$ cat config.mk
export PLATFORM = sky130hd
export DESIGN_NAME = wishbone_interconnect_n
export DESIGN_NICKNAME = d
export VERILOG_FILES = /design/src/rtl/wishbone_interconnect_n.sv
export SDC_FILE = /design/constraint.sdc
export NUM_CORES = 1
export LEC_CHECK = 0
export BUFFER_PORTS_ARGS = -buffer_cell sky130_fd_sc_hd__buf_2
export CAP_MARGIN = 5
export CELL_PAD_IN_SITES_DETAIL_PLACEMENT = 1
export CELL_PAD_IN_SITES_GLOBAL_PLACEMENT = 1
export CORE_MARGIN = 1
export CORE_UTILIZATION = 38
export CTS_BUF_LIST = sky130_fd_sc_hd__clkbuf_16
export DETAILED_ROUTE_END_ITERATION = 10
export GPL_TIMING_DRIVEN = 0
export PLACE_DENSITY_LB_ADDON = 0.1
export SLEW_MARGIN = 0
export SYNTH_ARGS = -nofsm -noshare
export SYNTH_HDL_FRONTEND = slang
export SYNTH_SLANG_ARGS = --single-unit
$ cat constraint.sdc
create_clock -name clk -period 6.43 [get_ports clk]
set_input_delay 0.643 -clock clk [delete_from_list [all_inputs] [get_ports clk]]
set_output_delay 0.643 -clock clk [all_outputs]
set_load 0.1 [all_outputs]
$ cat src/rtl/wishbone_interconnect_n.sv
// Single-master to N-slave Wishbone interconnect.
// Decodes the master address to one slave (lowest matching index wins),
// registers the request toward the slaves, and terminates the cycle on the
// selected slave's ack/err or on a BUSY timeout. Error terminations are counted.
module wishbone_interconnect_n #(
  parameter int NUM_SLAVES = 4,
  parameter int ADDR_W     = 32,
  parameter int DATA_W     = 32,
  parameter logic [NUM_SLAVES*ADDR_W-1:0] SLAVE_BASE =
    {32'h0000_3000, 32'h0000_2000, 32'h0000_1000, 32'h0000_0000},
  parameter logic [NUM_SLAVES*ADDR_W-1:0] SLAVE_MASK = {4{32'hFFFF_F000}},
  parameter int TIMEOUT    = 255,
  localparam int SEL_W     = DATA_W / 8
) (
  input  logic                         clk,
  input  logic                         rst,
  // master side
  input  logic [ADDR_W-1:0]            m_adr_i,
  input  logic [DATA_W-1:0]            m_dat_i,
  output logic [DATA_W-1:0]            m_dat_o,
  input  logic                         m_we_i,
  input  logic                         m_cyc_i,
  input  logic                         m_stb_i,
  input  logic [SEL_W-1:0]             m_sel_i,
  output logic                         m_ack_o,
  output logic                         m_err_o,
  // slave side
  output logic [ADDR_W-1:0]            s_adr_o,
  output logic [DATA_W-1:0]            s_dat_o,
  output logic                         s_we_o,
  output logic [SEL_W-1:0]             s_sel_o,
  output logic [NUM_SLAVES-1:0]        s_cyc_o,
  output logic [NUM_SLAVES-1:0]        s_stb_o,
  input  logic [NUM_SLAVES*DATA_W-1:0] s_dat_i,
  input  logic [NUM_SLAVES-1:0]        s_ack_i,
  input  logic [NUM_SLAVES-1:0]        s_err_i,
  // status
  output logic [15:0]                  err_cnt_o
);

  localparam int IDX_W = (NUM_SLAVES > 1) ? $clog2(NUM_SLAVES) : 1;

  typedef enum logic [1:0] {
    ST_IDLE,
    ST_BUSY,
    ST_RESP
  } state_t;

  state_t                  state_q, state_d;
  logic [IDX_W-1:0]        idx_q;
  logic [NUM_SLAVES-1:0]   strobe_q;
  logic [15:0]             tmo_q;

  logic                    hit;
  logic [IDX_W-1:0]        hit_idx;
  logic [NUM_SLAVES-1:0]   hit_vec;

  logic                    start;
  logic                    dec_err;
  logic                    term_ack;
  logic                    term_err;
  logic                    abort;
  logic                    tmo_hit;

  // Cycle and strobe toward each slave are the same one-hot register.
  assign s_cyc_o = strobe_q;
  assign s_stb_o = strobe_q;

  // The current BUSY cycle is the TIMEOUT-th one when the counter reads TIMEOUT-1.
  assign tmo_hit = (tmo_q == 16'(TIMEOUT - 1));

  // Address decode: scan from the top so the lowest matching slave is kept.
  always_comb begin
    // NOTE: every signal written here gets a default first, so no path leaves it
    // unassigned and no latch is inferred.
    hit     = 1'b0;
    hit_idx = '0;
    hit_vec = '0;
    for (int i = NUM_SLAVES - 1; i >= 0; i--) begin
      if ((m_adr_i & SLAVE_MASK[i*ADDR_W +: ADDR_W]) ==
          (SLAVE_BASE[i*ADDR_W +: ADDR_W] & SLAVE_MASK[i*ADDR_W +: ADDR_W])) begin
        hit        = 1'b1;
        hit_idx    = IDX_W'(i);
        hit_vec    = '0;
        hit_vec[i] = 1'b1;
      end
    end
  end

  // State register.
  always_ff @(posedge clk or negedge rst) begin
    // NOTE: sequential state uses non-blocking assignments so every flop samples
    // the pre-edge values regardless of statement order.
    if (!rst) state_q <= ST_IDLE;
    else      state_q <= state_d;
  end

  // Next-state and transaction control decisions.
  always_comb begin
    state_d  = state_q;
    start    = 1'b0;
    dec_err  = 1'b0;
    term_ack = 1'b0;
    term_err = 1'b0;
    abort    = 1'b0;
    case (state_q)
      ST_IDLE: begin
        if (m_cyc_i && m_stb_i) begin
          if (hit) begin
            start   = 1'b1;
            state_d = ST_BUSY;
          end else begin
            dec_err = 1'b1;
            state_d = ST_RESP;
          end
        end
      end
      ST_BUSY: begin
        // Master dropping the cycle wins: it is no longer listening for a reply.
        if (!m_cyc_i) begin
          abort   = 1'b1;
          state_d = ST_IDLE;
        end else if (s_err_i[idx_q]) begin
          term_err = 1'b1;
          state_d  = ST_RESP;
        end else if (s_ack_i[idx_q]) begin
          term_ack = 1'b1;
          state_d  = ST_RESP;
        end else if (tmo_hit) begin
          term_err = 1'b1;
          state_d  = ST_RESP;
        end
      end
      ST_RESP: state_d = ST_IDLE;
      default: state_d = ST_IDLE;
    endcase
  end

  // Request registers, strobes, termination pulses, read data and counters.
  always_ff @(posedge clk or negedge rst) begin
    // NOTE: the data-path registers are reset too, because their values are
    // visible on the ports and must read zero while reset is held.
    if (!rst) begin
      idx_q     <= '0;
      strobe_q  <= '0;
      tmo_q     <= '0;
      s_adr_o   <= '0;
      s_dat_o   <= '0;
      s_we_o    <= 1'b0;
      s_sel_o   <= '0;
      m_ack_o   <= 1'b0;
      m_err_o   <= 1'b0;
      m_dat_o   <= '0;
      err_cnt_o <= '0;
    end else begin
      m_ack_o <= term_ack;
      m_err_o <= term_err | dec_err;

      if (start) begin
        idx_q    <= hit_idx;
        strobe_q <= hit_vec;
        s_adr_o  <= m_adr_i;
        s_dat_o  <= m_dat_i;
        s_we_o   <= m_we_i;
        s_sel_o  <= m_sel_i;
        tmo_q    <= '0;
      end else if (state_q == ST_BUSY) begin
        tmo_q <= tmo_q + 16'd1;
      end

      if (term_ack || term_err || abort) strobe_q <= '0;

      // Only read acks update the returned data; writes and errors leave it.
      if (term_ack && !s_we_o) m_dat_o <= s_dat_i[int'(idx_q)*DATA_W +: DATA_W];

      if ((term_err || dec_err) && (err_cnt_o != 16'hFFFF))
        err_cnt_o <= err_cnt_o + 16'd1;
    end
  end

endmodule

* After elaboration in Yosys (flattened, before gate mapping)
Index checks and enable logic that the tools add are counted.
** Storage, ports and cells
- Word-level logic and storage cells :: 81
- Input bits :: 209
- Bits in registers :: 143
- Memories :: 0
- RAM bits :: 0
- ROM bits :: 0
- Output and inout bits :: 127
- Bits in latches :: 0
** Cells by class
- $mul :: 0
- Multiplexer cells :: 44
- Shift operators :: 1
- Reduce and logical (&&, ||, !) cells :: 12
- Add/subtract/negate cells :: 2
- Magnitude comparators :: 1
- Divide/modulo/power cells :: 0
- Eq/ne operators :: 8
- Bitwise operators :: 1
** Operator list (count)
- 128-bit by 8-bit variable part select with 32-bit output :: 1
- 20-bit by 2-bit equality test with 1-bit output, second input constant :: 2
- 16-bit by 1-bit adder with 16-bit output, second input constant :: 2
- 32-bit zero test :: 1
- 16-bit two-way mux :: 2
- 4-bit two-way mux :: 6
- 1-bit two-way mux :: 23
- 20-bit by 1-bit equality test with 1-bit output, second input constant :: 1
- 2-bit two-way mux :: 10
- 16-bit by 8-bit equality test with 1-bit output, second input constant :: 1
- 16-bit != test, second input constant :: 1
- 5-bit != test, second input constant :: 1
- 1-bit binary-select mux with 2-bit select :: 2
- 2-bit case mux with 2 select lines :: 1
- 2-bit nonzero test :: 2
- 1-bit logical AND :: 3
- 1-bit logical OR :: 3
- 2-bit by 3-bit < comparator with 1-bit output, second input constant :: 1
- 2-bit by 1-bit equality test with 1-bit output, second input constant :: 1
- 2-bit zero test :: 1
- 2-bit != test, second input constant :: 1
- 2-bit AND reduction :: 1
- 1-bit zero test :: 1
- 1-bit bitwise OR :: 1

* Longest topological paths before layout
- Word-level depth :: 10
- Gate-level depth with buffers :: 9
- Gate-level depth less buffers :: 8

* Worst setup path after synthesis
No wires, ideal clock.
- Kind :: reg-to-reg
- From :: register err_cnt_o[7]
- To :: register err_cnt_o[1]
- Cell stages (with the launch flop) :: 7
- Buffers on the path :: 0
- Clock period less this slack :: 2391 ps
- Slack :: 4039 ps
- Library setup time :: 128 ps
- Data arrival time :: 2262 ps
- Data required time :: 6302 ps
- Cell sequence :: dfrtp_1 and4_1 nand4_1 nor2_1 nand2_1 nand2_1 mux2_1
** Between the ends
- Cells in the longest elaborated chain, start to end :: 2
** Ends and longest elaborated chain
- start, declared :: RTL line 38 : output logic [15:0] err_cnt_o
- start signal, assigned :: RTL line 177 : err_cnt_o <= err_cnt_o + 16'd1;
- 16-bit != test :: RTL line 176 : if ((term_err || dec_err) && (err_cnt_o != 16'hFFFF))
- 1-bit logical AND :: RTL line 176
Every way passes these cells.
A chain may end at the register's enable or synchronous reset.

* Worst setup path in the final report
- From :: register idx_q[1]
- To :: register m_dat_o[22]
** Between the ends
- Cells in the longest elaborated chain, start to end :: 7
- Elaborated cells between the ends (all ways) :: 10
- Those cells by class :: shift (1); mux (8); reduce/logical (1)
** Ends and longest elaborated chain
- start, declared :: RTL line 50 : logic [IDX_W-1:0] idx_q;
- start signal, assigned :: RTL line 160 : idx_q <= hit_idx;
- 1-bit binary-select mux with 2-bit select :: RTL line 126 : end else if (s_ack_i[idx_q]) begin
- 1-bit two-way mux (not written as such) :: RTL line 126
- 1-bit two-way mux :: RTL line 126
- 1-bit two-way mux :: RTL line 123 : end else if (s_err_i[idx_q]) begin
- 1-bit two-way mux :: RTL line 120 : if (!m_cyc_i) begin
- 1-bit two-way mux :: RTL line 106 : case (state_q)
- 1-bit logical AND :: RTL line 174 : if (term_ack && !s_we_o) m_dat_o <= s_dat_i[int'(idx_q)*DATA_W +: DATA_W];
- end signal, assigned :: RTL line 174
- end, declared :: RTL line 20 : output logic [DATA_W-1:0] m_dat_o,
Parallel ways exist; a longest one is shown, timed or not. The select of a mux whose other input is x is not followed.

==> results.tsv <==
metric	value	unit
outcome	completed	
CP arrival	2.62	ns
Post-CTS Repair Setup Buffers	0	
setup tns final	0	ns
max-cap viol count	0	
Required @ worst endpoint	6.73	ns
largest net degree at the start of global routing	100	
r2r startpoint	idx_q[1]	
clk_skew	0.00604	ns
DRC	0	
wire per inst	18.6	um
drt total wl	19.5	mm
final hold violations	0	
GP Congestion	0.852	
total track usage	0.231	
critical path buffer and inverter count	2	
VDD IR max	159	uV
number of I/O pins	336	
HP Class	in2async	
routed vias/inst	4.98	
commonest non-fill, non-tap cells in the layout	337 x buf_2, 143 x dfrtp_1, 43 x mux2_2	
vias	5213	
final setup fails	0	
fraction of layout cells with a size suffix above 1	0.567	
Cell Rows	47	
core area	16700	um2
CP max stage delay	0.46	ns
ys flop type	dfrtp_1	
Port Buffers	335	
commonest non-fill, non-tap cell in the layout	buf_2	
Worst-Skew Late Latency	0.42	ns
post-layout min period	2.32	ns
FMAX	0.431	GHz
number of routed nets with antenna violations	0	
Die H	133	um
Crit path max-delay family	multiplexers	
net count after synthesis	668	
Cell Area, Synth	6570	um2
CTS Hold Bufs	0	
CTS resizes	0	
kind of critical path	reg2reg	
final period utilization	0.361	
CTS clock-pin slew for the worst setup and hold paths	0.06	ns
synth unique cells	42	
CP Max Fanout	10	
# clock sinks	143	
Die ar.	17800	um2
Initial Util	0.393	
1st-pass router iterations	6	
Syn Area/Cell	14.4	um2
overflow left after global routing	0	
Setup crit start kind	register	
Synth warnings	0	
sequential-to-total area share from yosys stat	0.545	
Final nets	1023	
drt initial violations	200	
Post-synth ARST share	1.00	
first-pass GRT wire length	31.1	mm
WHS	0.143	ns
worst path cell trace	clkbuf_1 -> mux4_2 -> nor4_4 -> buf_6 -> mux2_2	
Worst Tran Pin Value	0.804	ns
Synth Register Bits	143	
Post-Synthesis Cells	456	
Crit. Startpoint	idx_q[1]	
unrepaired setup endpoints after global routing	false	
chip width	133	um
initial antenna violation count	3	
HPWL Detailed	15.3	mm
TritonCTS clock tree	yes	
CTS max path bufs	2	
vias in the first global route	5859	
Total Power	2200	uW
Synth-to-Final Area Change	39.4	%
htree depth	4	
Leak	0.00501	uW
root buf cell	clkbuf_16	
power per cell area	240	nW/um2
Max Slew Vio Count	0	
Slew headroom	0.464	
slowest CP cell	mux4_2	
EDFF count, synth	0	
CP endpoint kind	register	
TritonCTS Buffers	17	
path summary, 6_finish.rpt:
kind                                 to  slack [ns]  cells after the start
setup / recovery            m_dat_o[22]        4.11                      5
hold / removal             err_cnt_o[3]        0.14                      1
setup reg to reg            m_dat_o[22]        4.11                      5
hold reg to reg             s_dat_o[11]        0.48                      1
max in group asynchronous    s_dat_o[0]        5.45                      2
min in group clk            s_dat_o[14]        0.44                      2
synthesized netlist by cell type, drive strengths merged (2+ instances only):
master | number | area share
and4 | 5 | 0.0067
dfrtp | 143 | 0.54
nor3 | 2 | 0.0023
a21oi | 4 | 0.0030
nor2 | 25 | 0.014
xnor2 | 17 | 0.023
ha | 3 | 0.0057
xor2 | 11 | 0.015
mux2 | 83 | 0.14
nor4 | 5 | 0.0070
nor4bb | 3 | 0.0046
mux4 | 34 | 0.12
clkbuf | 7 | 0.0040
buf | 20 | 0.026
nand2 | 17 | 0.0097
nor2b | 20 | 0.019
nand3 | 12 | 0.0091
nand4 | 10 | 0.010
o2bb2ai | 3 | 0.0069
inv | 9 | 0.0051
o21ai | 5 | 0.0038
and3 | 8 | 0.0076
where the power goes:
group	total [uW]	internal, uW	leakage [uW]	switching [uW]
Combinational	268	92.5	0.00284	175
Clock	1000	608	0.000286	392
Sequential	934	916	0.00188	18.2
registers in the layout (all words and copies together) (netlist names):
register   count
s_adr_o       32
s_cyc_o        4
m_err_o        1
s_dat_o       32
m_dat_o       32
s_sel_o        4
m_ack_o        1
s_we_o         1
err_cnt_o     16
tmo_q         16
state_q        2
idx_q          2
per-stage QoR:
step	area [um2]	utilization	worst slack [ns]	cells
5_1_grt	9160	0.548	3.99	1047
3_3_place_gp	8520	0.510	2.73	1011
2_1_floorplan	6570	-	4.04	456
3_5_place_dp	8550	0.512	3.74	1012
4_1_cts	9150	0.548	4.07	1044
6_report	9160	0.548	4.11	1047
logic make-up after synthesis:
kind of cell,count (synthesis),synth area share
DFF,143,0.545
xor gates and xnor gates,28,0.0373
adders and majority gates,3,0.00572
muxes,117,0.259
buffers and inverters,36,0.0354
AOI/OAI and AO/OA,16,0.0191
and+or+nand+nor,113,0.0985
per-layer routing:
metal	vias up	GRT usage	part of all wire
li1	2367	-	-
met1	2612	0.261	0.38
met2	202	0.401	0.53
met3	32	0.0784	0.076
met4	0	0.0865	0.019
met5	-	0	0
area by class of cell:
cell class,count,area (um2)
fill,1833,7540
tap,220,275
antenna,3,7.51
sequential,143,3580
timing repair buffer,336,1710
clock buffer,17,425
clock inverter,15,171
inverter,9,33.8
multi-input combinational,277,2760
buffer,27,199
(Power assumes the default switching activity.)
